File: config.mk
export PLATFORM = sky130hd
export DESIGN_NAME = shift_add_multiplier
export DESIGN_NICKNAME = d
export VERILOG_FILES = /design/src/rtl/shift_add_multiplier.sv
export SDC_FILE = /design/constraint.sdc
export NUM_CORES = 1
export LEC_CHECK = 0
export ABC_AREA = 1
export BUFFER_PORTS_ARGS = -buffer_cell sky130_fd_sc_hd__buf_4
export CAP_MARGIN = 10
export CORE_ASPECT_RATIO = 1.1
export CORE_MARGIN = 8
export CORE_UTILIZATION = 58
export DETAILED_ROUTE_END_ITERATION = 10
export PLACE_DENSITY = 0.84
export SLEW_MARGIN = 20
export SYNTH_ARGS = -nofsm -noshare
export SYNTH_HDL_FRONTEND = slang
export SYNTH_HIERARCHICAL = 1
export SYNTH_SLANG_ARGS = --single-unit
File: constraint.sdc
create_clock -name clk -period 15.4 [get_ports clk]
set_input_delay 3.08 -clock clk [delete_from_list [all_inputs] [get_ports clk]]
set_output_delay 3.08 -clock clk [all_outputs]
set_load 0.02 [all_outputs]
File: src/rtl/shift_add_multiplier.sv
// Iterative 32x32 -> 64 shift-and-add multiplier (MULT / MULTU).
// Signed operands are converted to magnitudes up front, multiplied unsigned
// over 32 cycles, then the 64-bit product is negated in two halves when the
// operand signs differ. Every arithmetic step goes through one shared
// 32-bit ripple adder whose operands are selected by the current state.

module thirtytwoBitFullAdder (
   input  logic [31:0] a_i,
   input  logic [31:0] b_i,
   input  logic        carry_i,
   output logic [31:0] sum_o,
   output logic        carry_o
);

   logic [32:0] carry_chain;

   assign carry_chain[0] = carry_i;

   // Plain ripple-carry chain, one full adder per bit.
   for (genvar gi = 0; gi < 32; gi++) begin : g_bit
      assign sum_o[gi]           = a_i[gi] ^ b_i[gi] ^ carry_chain[gi];
      assign carry_chain[gi + 1] = (a_i[gi] & b_i[gi]) |
                                   (carry_chain[gi] & (a_i[gi] ^ b_i[gi]));
   end

   assign carry_o = carry_chain[32];

endmodule

module shift_add_multiplier (
   input  logic        clk,
   input  logic        reset,
   input  logic        start,
   input  logic        isSigned,
   input  logic [31:0] inA,
   input  logic [31:0] inB,
   output logic [31:0] hi,
   output logic [31:0] lo,
   output logic        busy,
   output logic        done
);

   typedef enum logic [2:0] {
      S_IDLE,
      S_NEG_A,
      S_NEG_B,
      S_MUL,
      S_FIX_LO,
      S_FIX_HI,
      S_DONE
   } state_t;

   state_t      state_q;
   logic [31:0] mcand_q;     // multiplicand (magnitude after NEG_A)
   logic [31:0] mplier_q;    // captured multiplier, kept as received
   logic        signed_q;    // captured isSigned
   logic        sign_q;      // product must be negated
   logic        carry_q;     // carry from low-half negation into high half
   logic [4:0]  count_q;
   logic [31:0] hi_q;
   logic [31:0] lo_q;
   logic        busy_q;
   logic        done_q;

   logic [31:0] add_a_d;
   logic [31:0] add_b_d;
   logic        add_cin_d;
   logic [31:0] add_sum;
   logic        add_cout;

   thirtytwoBitFullAdder u_adder (
      .a_i     (add_a_d),
      .b_i     (add_b_d),
      .carry_i (add_cin_d),
      .sum_o   (add_sum),
      .carry_o (add_cout)
   );

   // Route the shared adder: negations are ~x + 0 + cin, MUL accumulates hi + mcand.
   always_comb begin
      add_a_d   = 32'd0;
      add_b_d   = 32'd0;
      add_cin_d = 1'b0;
      case (state_q)
         S_NEG_A: begin
            add_a_d   = ~mcand_q;
            add_cin_d = 1'b1;
         end
         S_NEG_B: begin
            add_a_d   = ~mplier_q;
            add_cin_d = 1'b1;
         end
         S_MUL: begin
            add_a_d = hi_q;
            add_b_d = mcand_q;
         end
         S_FIX_LO: begin
            add_a_d   = ~lo_q;
            add_cin_d = 1'b1;
         end
         S_FIX_HI: begin
            add_a_d   = ~hi_q;
            add_cin_d = carry_q;
         end
         default: begin
            add_a_d   = 32'd0;
         end
      endcase
   end

   // Control FSM and datapath registers; busy/done are registered with the state.
   always_ff @(posedge clk) begin
      if (reset) begin
         state_q  <= S_IDLE;
         mcand_q  <= 32'd0;
         mplier_q <= 32'd0;
         signed_q <= 1'b0;
         sign_q   <= 1'b0;
         carry_q  <= 1'b0;
         count_q  <= 5'd0;
         hi_q     <= 32'd0;
         lo_q     <= 32'd0;
         busy_q   <= 1'b0;
         done_q   <= 1'b0;
      end else begin
         case (state_q)
            S_IDLE: begin
               if (start) begin
                  mcand_q  <= inA;
                  mplier_q <= inB;
                  signed_q <= isSigned;
                  sign_q   <= 1'b0;
                  busy_q   <= 1'b1;
                  if (isSigned) begin
                     state_q <= S_NEG_A;
                  end else begin
                     hi_q    <= 32'd0;
                     lo_q    <= inB;
                     count_q <= 5'd0;
                     state_q <= S_MUL;
                  end
               end
            end
            S_NEG_A: begin
               if (mcand_q[31]) begin
                  mcand_q <= add_sum;
               end
               sign_q  <= mcand_q[31] ^ mplier_q[31];
               state_q <= S_NEG_B;
            end
            S_NEG_B: begin
               lo_q    <= mplier_q[31] ? add_sum : mplier_q;
               hi_q    <= 32'd0;
               count_q <= 5'd0;
               state_q <= S_MUL;
            end
            S_MUL: begin
               // The adder's carry-out becomes hi[31] after the right shift.
               if (lo_q[0]) begin
                  {hi_q, lo_q} <= {add_cout, add_sum, lo_q[31:1]};
               end else begin
                  {hi_q, lo_q} <= {1'b0, hi_q, lo_q[31:1]};
               end
               count_q <= count_q + 5'd1;
               if (count_q == 5'd31) begin
                  if (signed_q) begin
                     state_q <= S_FIX_LO;
                  end else begin
                     state_q <= S_DONE;
                     done_q  <= 1'b1;
                  end
               end
            end
            S_FIX_LO: begin
               if (sign_q) begin
                  lo_q    <= add_sum;
                  carry_q <= add_cout;
               end else begin
                  carry_q <= 1'b0;
               end
               state_q <= S_FIX_HI;
            end
            S_FIX_HI: begin
               if (sign_q) begin
                  hi_q <= add_sum;
               end
               state_q <= S_DONE;
               done_q  <= 1'b1;
            end
            S_DONE: begin
               done_q  <= 1'b0;
               busy_q  <= 1'b0;
               state_q <= S_IDLE;
            end
            default: begin
               state_q <= S_IDLE;
               busy_q  <= 1'b0;
               done_q  <= 1'b0;
            end
         endcase
      end
   end

   assign hi   = hi_q;
   assign lo   = lo_q;
   assign busy = busy_q;
   assign done = done_q;

endmodule

Yosys cells after proc, flatten, opt, wreduce, memory -nomap -nowiden
Cells that the tools add are included.
W data, S select, Z words.
- bits of input ports: 68
- register bits: 141
- equal/unequal tests: 13
- add/sub/neg operators: 1
- reductions and logical operators: 17
- multiplexer cells: 32
- bitwise operators: 167
- operator list (cell ; count):
    $mux W32 ; 11
    $pmux W32 S4 ; 2
    $pmux W32 S5 ; 1
    $not A32 Y32 ; 4
    $xor A1 B1 Y1 ; 65
    $and A1 B1 Y1 ; 64
    $pmux W32 S2 ; 1
    $or A1 B1 Y1 ; 32
    $pmux W3 S6 ; 1
    $pmux W5 S3 ; 1
    $ne A2 B2 Y1 const B ; 7
    $mux W5 ; 2
    $reduce_and A3 Y1 ; 3
    $reduce_and A2 Y1 ; 4
    $reduce_and A4 Y1 ; 2
    $reduce_bool A4 Y1 ; 2
    $eq A3 B2 Y1 const B ; 2
    $eq A3 B3 Y1 const B ; 2
    $mux W3 ; 2
    $pmux W1 S2 ; 3
    $add A5 B1 Y5 const B ; 1
    $eq A5 B5 Y1 const B ; 1
    $mux W1 ; 5
    $reduce_or A5 Y1 ; 1
    9 further kinds ; 11

Depth between registers and ports, before layout
Gate-level depths: netlist of run 1.
- word-level depth: 69
- mapped depth: 50
- mapped depth without buffers: 48

Modules after synthesis
The synthesis of run 1 kept the hierarchy.
- modules (own cells, without submodules) (module ; instances ; area an instance (um^2) ; sequential area each (um^2) ; cells each):
    shift_add_multiplier ; 1 ; 8610.8 ; 2822.7 ; 1492
    thirtytwoBitFullAdder ; 1 ; 678.2 ; 0.0 ; 42

Worst setup path after synthesis of run 1
OpenSTA, ideal clock, no wires.
- kind: register to register
- start: register state_q[1]
- end: register hi_q[30], in the netlist hi[30]
- cell stages (with the launch flop): 49
- period minus slack after synthesis: 14.033 ns
- data arrival time: 13.963 ns
- setup time: 0.070 ns
- path buffers: 1
- slack: 1.367 ns
- required time: 15.330 ns
- cell sequence: dfxtp_1 inv_2 ha_1 inv_1 nor2_1 buf_2 a31oi_1 fa_1 fa_1 fa_1 fa_1 fa_1 fa_1 fa_1 fa_1 fa_1 fa_1 fa_1 [13 not listed] fa_1 fa_1 fa_1 fa_1 fa_1 fa_1 fa_1 fa_1 fa_1 inv_1 fa_1 inv_1 nand2_1 o21ai_0 nand2_1 o21ai_0 nand3_1 a21oi_1
- cells in the longest elaborated chain, start to end: 68
- elaborated cells between the ends (all ways): 145
- RTL lines (what ; line ; text):
    start, declared ; 53 ; state_t state_q;
    start signal, assigned ; 114 ; state_q <= S_IDLE;
    start signal, assigned ; 135 ; state_q <= S_NEG_A;
    start signal, assigned ; 140 ; state_q <= S_MUL;
    $eq A3 B3 Y1 (tied with other cells) ; 84 ; case (state_q)
    $pmux W32 S5 (*) ; 84 ;
    named net add_a_d[0] ; 65 ; logic [31:0] add_a_d;
    $xor A1 B1 Y1 ; 23 ; (carry_chain[gi] & (a_i[gi] ^ b_i[gi]));
    $and A1 B1 Y1 ; 23 ;
    $or A1 B1 Y1 (*) ; 22 ; assign carry_chain[gi + 1] = (a_i[gi] & b_i[gi]) |
    $and A1 B1 Y1 (*) ; 23 ;
    $or A1 B1 Y1 (*) ; 22 ;
    [54 not listed] ; n/a ;
    $and A1 B1 Y1 (*) ; 23 ;
    $or A1 B1 Y1 (*) ; 22 ;
    $and A1 B1 Y1 (*) ; 23 ;
    $or A1 B1 Y1 (*) ; 22 ;
    $xor A1 B1 Y1 (*) ; 21 ; assign sum_o[gi] = a_i[gi] ^ b_i[gi] ^ carry_chain[gi];
    named net add_sum[31] ; 68 ; logic [31:0] add_sum;
    $mux W32 (*) ; 159 ; if (lo_q[0]) begin
    $pmux W32 S4 (*) ; 126 ; case (state_q)
    end signal, assigned ; 160 ; {hi_q, lo_q} <= {add_cout, add_sum, lo_q[31:1]};
    end signal, assigned ; 162 ; {hi_q, lo_q} <= {1'b0, hi_q, lo_q[31:1]};
    end signal, assigned ; 185 ; hi_q <= add_sum;
    end, declared ; 60 ; logic [31:0] hi_q;
Mark *: on every way through the listed nets, which the timed path passes. The rest lies on a longest branch. The select of a mux whose other input is x is not followed.
A chain may end at the register's enable or synchronous reset.

Worst setup path after layout of run 1
Ends and elaborated chain as after synthesis.

==> impl_metrics.ini, run 1 <==
[status]
outcome = finished clean

[synthesis]
mappedNetlistArea_um2 = 9290
synthesis.area_per_instance_um2 = 6.06
mux_share_of_post_synthesis_cell_area = 0
netlist.top_cell.by_area = dfxtp_1
synth-main-ff-cell = dfxtp_1
yosys-top-cells-area = dfxtp_1 30%, nand2_1 17%, nor2_1 13%, o21ai_0 9.2%, fa_1 6.9%
ys_async_sr_fraction = 0
synthDominantCellAreaShare = 0.304
synth_top_family_by_area = simple AND/OR/NAND/NOR gates
compound_cell_area_share_of_the_yosys_netlist = 0.202
most_frequent_cells_after_synthesis = 415 x nand2_1, 320 x nor2_1, 170 x o21ai_0, 141 x dfxtp_1, 113 x inv_1
synthDistinctLibCells = 24
xor_xnor_fraction_of_synth_area = 0.00189
synth-edff-count = 0
post_synth_and_or_nand_nor_area_fraction = 0.320
synthesis.nets = 1639
yosys_reg_bits = 141
synth_warnings = 6
yosysSeqAreaShare = 0.304
synthMostInstantiatedCell = nand2_1
synthesis.instances = 1534
synth_adder_area_share = 0.0757

[routing]
postRouteAntennaNets = 0
vias = 10600
route.detailed.vias_per_inst = 5.82
routed_wirelength_um = 31100
wl_per_cell_um = 17.1
drt_drc_violations_left = 0
first_iter_violations = 1292
detail_route.first_pass.iterations = 7

[clock_network]
post_cts_resized = 0
htree_levels = 4
clock-sinks = 141
tritoncts.num_buffers = 17
post_cts.repair.setup_buffers = 0
worst_skew_pair.late_latency_ns = 0.44
cts.reportedPaths.clkPinSlew_ns = 0.06
cts.root.buffer_cell = clkbuf_16
post_cts_hold_buffer_count = 0
cts_max_path_buffers = 2
tritoncts = built

[pwr]
power_per_cell_area_nw_per_um2 = 191
p_leak_nw = 4.58
power.ir.vdd_worst_uv = 133

[final_layout]
final_net_count = 1710
post_route_cells_drive_above_1_share = 0.129
antenna_cells = 0
area_delta_synth_final_pct = 17.3

[sta]
fin_tns_setup_ns = 0
finalCritPeriodShare = 0.963
finalClockSkew_ns = 0.00857
finalHoldViolations = 0
final.setup.worst_slack_ns = 0.565
post-route-min-period_ns = 14.83
max_slew_margin = 0.412
setup_violations = 0
worstMarginPinSlew_ns = 0.880
fmaxAchievable_mhz = 67.4
rsz0062_at_grt = no
timing_max_transition_violations_final = 0

[die]
die-height_um = 149
initial_utilization = 0.593
ioPinCount = 134
die-area_um2 = 20300
placementRows = 48
floorplan.core_area_um2 = 15700
die-width_um = 137

[global_routing]
wire_length_of_the_first_global_routing_pass_um = 49900
number_of_antenna_violations_at_the_first_check_in_global_routing = 0
grt_max_degree = 67
first_global_vias = 9937
gr-usage-all-layers = 0.304
overflow_left_after_global_routing = 0

[placement]
pre_cts_slack_ns = 0.706
dp_hpwl_um = 19800
io_buffer_count = 133
globalplace.congestion = 0.910

[worst_setup_path]
cpMaxStageDelayCell = dfxtp_1
setup.worst_path.end_class = flop
crit_type = flop to flop
critical_path_peak_fanout = 15
critPathMostFrequentCell = fa_1
critical_path_at_ns = 15.19
startpoint_type = flop
worst-endpoint-required_ns = 15.76
cpPeakStageDelay_ns = 0.50

[hold_path]
worst_hold_path_type = flop to flop

[run]
cap_viol_max_count = 0
==> per-stage QoR <==
stage,util,power (W),area (um2),instances,hold slack (ns)
floorplan,-,0.00129,9290,1534,0.441
global placement,0.655,0.00160,10300,1786,0.446
detailed placement,0.655,0.00162,10300,1786,0.454
CTS,0.694,0.00205,10900,1818,0.467
global route,0.695,0.00221,10900,1818,0.490
finish,0.695,0.00208,10900,1818,0.460
==> power breakdown <==
| group | switching, W | internal, W | total [W] |
|---|---|---|---|
| sequential | 0.0000873 | 0.000459 | 0.000547 |
| combinational | 0.000766 | 0.000334 | 0.00110 |
| clock | 0.000178 | 0.000257 | 0.000434 |
==> cell usage in the layout (no fill, tap or decap), drive strengths merged <==
cell,instances
a21oi,108
a31oi,56
buf,155
bufinv,3
clkbuf,17
clkinv,4
clkinvlp,4
dfxtp,141
fa,32
ha,5
inv,124
nand2,417
nand3,30
nand4,2
nor2,325
o21ai,184
o21bai,1
o22ai,8
xor2,2
==> critical path: cells and delay by family (launching register included) <==
family / cells / cell delay, ns
AND/OR/NAND/NOR: 6 / 0.59
flip-flops: 1 / 0.50
buffers and inverters: 5 / 0.50
adder cells (fa/ha/maj): 32 / 12.63
AO/OA/AOI/OAI: 4 / 0.52
==> cell families after synthesis <==
group                    Yosys count
XOR/XNOR                           2
AO/OA/AOI/OAI                    357
buffers and inverters            223
flip-flops                       141
AND/OR/NAND/NOR                  774
adder cells (fa/ha/maj)           37
==> registers in the layout (all words and copies together) (netlist names) <==
register	flops
hi	32
lo	32
mcand_q	32
mplier_q	32
count_q	5
state_q	3
busy	1
carry_q	1
done	1
sign_q	1
signed_q	1
==> final cells by class <==
cell class                 instances  area [um2]
tap                              200         250
inverter                         120         450
clock buffer                      17         425
clock inverter                    15         186
fill                            1404        4780
timing repair buffer             155        1160
multi-input combinational       1170        5590
sequential                       141        2830
==> layer usage <==
layer  share of wire  wire length [um]  up-vias  GRT usage
met3            0.11              3570       96     0.0724
met1            0.38             11800     4789      0.373
li1                -                 -     5024          -
met2            0.47             14700      671      0.497
met5               0                 0        -          0
met4           0.033              1040        0      0.135
==> final timing paths <==
kind / from / end / slack, ns / depth (start not counted)
worst max-delay path: state_q[1]$_SDFFE_PP0P_ / hi[30]$_SDFFE_PP0P_ / 0.57 / 47
worst min-delay path: done$_SDFFE_PP0P_ / done$_SDFFE_PP0P_ / 0.46 / 2
worst max register to register: state_q[1]$_SDFFE_PP0P_ / hi[30]$_SDFFE_PP0P_ / 0.57 / 47
worst min register to register: done$_SDFFE_PP0P_ / done$_SDFFE_PP0P_ / 0.46 / 2
(Power assumes the default switching activity.)
==> inputs of run 2 (changes only) <==
--- a/config.mk
+++ b/config.mk
@@ -9,10 +9,10 @@
 export BUFFER_PORTS_ARGS = -buffer_cell sky130_fd_sc_hd__buf_4
 export CAP_MARGIN = 10
 export CORE_ASPECT_RATIO = 1.1
-export CORE_MARGIN = 8
 export CORE_UTILIZATION = 58
 export DETAILED_ROUTE_END_ITERATION = 10
 export PLACE_DENSITY = 0.84
+export RECOVER_POWER = 50
 export SLEW_MARGIN = 20
 export SYNTH_ARGS = -nofsm -noshare
 export SYNTH_HDL_FRONTEND = slang
==> run 2 against run 1 <==
  * The flow now finishes with violations (capacitance limit, slew limit)
  * Register-to-register slack worse by 0.09 ns
  * Die area decreased by 19%
  * Global-route usage is 5.8 points higher
  * Utilization fell by 1.9 points
  * Non-clock buffer count down 3
  * Setup slack got worse by 0.089 ns
  * Sequential cell count stayed put
  * Critical path depth unchanged
  * First-iteration DRC count rose by 0.31%
  * Cell count down 0.17%
  * Final area shrank 2.8%
  * Largest power group unchanged
==> impl_metrics.ini, run 2 (same netlist as run 1, synthesis figures left out) <==
[global_routing]
grt_max_degree = 67
overflow_left_after_global_routing = 0
first_global_vias = 9603
wire_length_of_the_first_global_routing_pass_um = 47000
number_of_antenna_violations_at_the_first_check_in_global_routing = 0
gr-usage-all-layers = 0.362

[final_layout]
most_common_library_cell_in_the_layout_ignoring_fill_and_taps = nand2_1
layout_common_cells = 414 x nand2_1, 318 x nor2_1, 172 x o21ai_0
antenna_cells = 0
finish.utilization = 0.676
final_net_count = 1707
finish.cell_count_without_fillers = 1815
post_route_cells_drive_above_1_share = 0.0842
area_delta_synth_final_pct = 14.0

[routing]
vias = 10600
route.detailed.vias_per_inst = 5.81
routed_wirelength_um = 29100
detail_route.first_pass.iterations = 8
drt_drc_violations_left = 0
wl_per_cell_um = 16.1
postRouteAntennaNets = 0
first_iter_violations = 1296

[clock_network]
worst_skew_pair.late_latency_ns = 0.44
htree_levels = 4
post_cts_hold_buffer_count = 0
post_cts_resized = 0
cts.reportedPaths.clkPinSlew_ns = 0.06
clock-sinks = 141
post_cts.repair.setup_buffers = 0
cts.root.buffer_cell = clkbuf_16
cts_max_path_buffers = 2
tritoncts.num_buffers = 17
tritoncts = built

[hold_path]
worst_hold_path_type = flop to flop

[die]
initial_utilization = 0.593
floorplan.core_area_um2 = 15700
die-area_um2 = 16500
placementRows = 48
die-height_um = 135
die-width_um = 123
ioPinCount = 134

[pwr]
design_power_total_w = 0.00201
clock_power_share = 0.207
power_report.internal_total_w = 0.00101
power_per_cell_area_nw_per_um2 = 190
power.ir.vdd_worst_uv = 130
power_switching_share = 0.498
power.share.combinational = 0.522
p_leak_nw = 4.29
switching_power_w = 0.00100
fraction_of_power_consumed_by_sequential_logic = 0.272

[placement]
placed_cells = 1783
globalplace.congestion = 0.980
io_buffer_count = 133
pre_cts_slack_ns = 0.609
dp_hpwl_um = 18600

[worst_setup_path]
startpoint_type = flop
critical_path_at_ns = 15.25
cpMaxStageDelayCell = dfxtp_1
rr_worst_depth = 47
start_point_of_the_critical_path = state_q[1]$_SDFFE_PP0P_
worst_setup_path_endpoint = hi[30]$_SDFFE_PP0P_
worst_r2r_endpoint = hi[30]$_SDFFE_PP0P_
critPathMostFrequentCell = fa_1
crit-reg2reg-launch = state_q[1]$_SDFFE_PP0P_
critical_path_peak_fanout = 34
regToRegSetupSlack_ns = 0.48
worst-endpoint-required_ns = 15.73
crit_type = flop to flop
cpPeakStageDelay_ns = 0.52
setup.worst_path.end_class = flop

[sta]
post-route-min-period_ns = 14.92
finalClockSkew_ns = 0.0101
fin_tns_setup_ns = 0
fmaxAchievable_mhz = 67.0
worstMarginPinSlew_ns = 3.34
setup_violations = 0
rsz0062_at_grt = no
final.setup.worst_slack_ns = 0.477
finalCritPeriodShare = 0.969
timing_max_transition_violations_final = 111
finalHoldViolations = 0
max_slew_margin = -1.23

[status]
outcome = complete, but fails checks
violations_in_the_final_reports = capacitance limit, slew limit

[run]
cap_viol_max_count = 2
## run 2: changes by cell type in the layout (fill, tap and decap cells not counted)
cell        before  now
a21oi_2          0    1
a21oi_4          1    0
buf_4          155   85
bufinv_16        3    2
clkbuf_1         0   69
clkbuf_8         0    3
clkinv_2         1    4
clkinvlp_4       4    1
inv_1          112  113
inv_2            8    6
inv_4            0    1
inv_6            4    0
o21ai_0        170  172
o21ai_1         13   11
## run 2: worst max-delay path: cells and delay by family (launching register included)
kind	cells	cell delay [ns]
AO/OA/AOI/OAI	4	0.46
adder cells (fa/ha/maj)	32	12.65
buffers and inverters	5	0.57
flip-flops	1	0.52
AND/OR/NAND/NOR	6	0.63
## run 2: power groups by stage
stage | Sequential [W] | Clock (W) | Combinational, W
floorplan | 0.000571 | 0 | 0.000722
global placement | 0.000549 | 0 | 0.00103
detailed placement | 0.000548 | 0 | 0.00105
CTS | 0.000543 | 0.000416 | 0.00106
global route | 0.000555 | 0.000432 | 0.00117
finish | 0.000546 | 0.000415 | 0.00105
## run 2: layout make-up
type	instances	area [um2]
repair buffers	152	890
inverters	120	453
flip-flops and latches	141	2830
fillers	1479	5080
clock inverters	10	114
clock buffers	22	474
well taps	200	250
multi-input cells	1170	5590
## run 2: per-layer routing
metal  share of wire  track usage  vias to the layer above
li1                -            -                     5015
met1            0.39        0.457                     4810
met2            0.48        0.585                      622
met3            0.10       0.0667                      104
met4           0.031        0.188                        0
met5               0            0                        -
## run 2: worst min path at each step
stage / depth (start not counted) / end / slack, ns / start
floorplan: 2 / signed_q$_SDFFE_PP0P_ / 0.44 / signed_q$_SDFFE_PP0P_
global placement: 2 / done$_SDFFE_PP0P_ / 0.44 / done$_SDFFE_PP0P_
detailed placement: 2 / done$_SDFFE_PP0P_ / 0.45 / done$_SDFFE_PP0P_
CTS: 2 / done$_SDFFE_PP0P_ / 0.46 / done$_SDFFE_PP0P_
global route: 2 / done$_SDFFE_PP0P_ / 0.50 / done$_SDFFE_PP0P_
finish: 2 / done$_SDFFE_PP0P_ / 0.46 / done$_SDFFE_PP0P_
## run 2: per-stage QoR
step           hold WS (ns)  cell area [um2]
2_1_floorplan         0.441             9290
3_3_place_gp          0.444            10300
3_5_place_dp          0.447            10300
4_1_cts               0.458            10800
5_1_grt               0.495            10600
6_report              0.458            10600
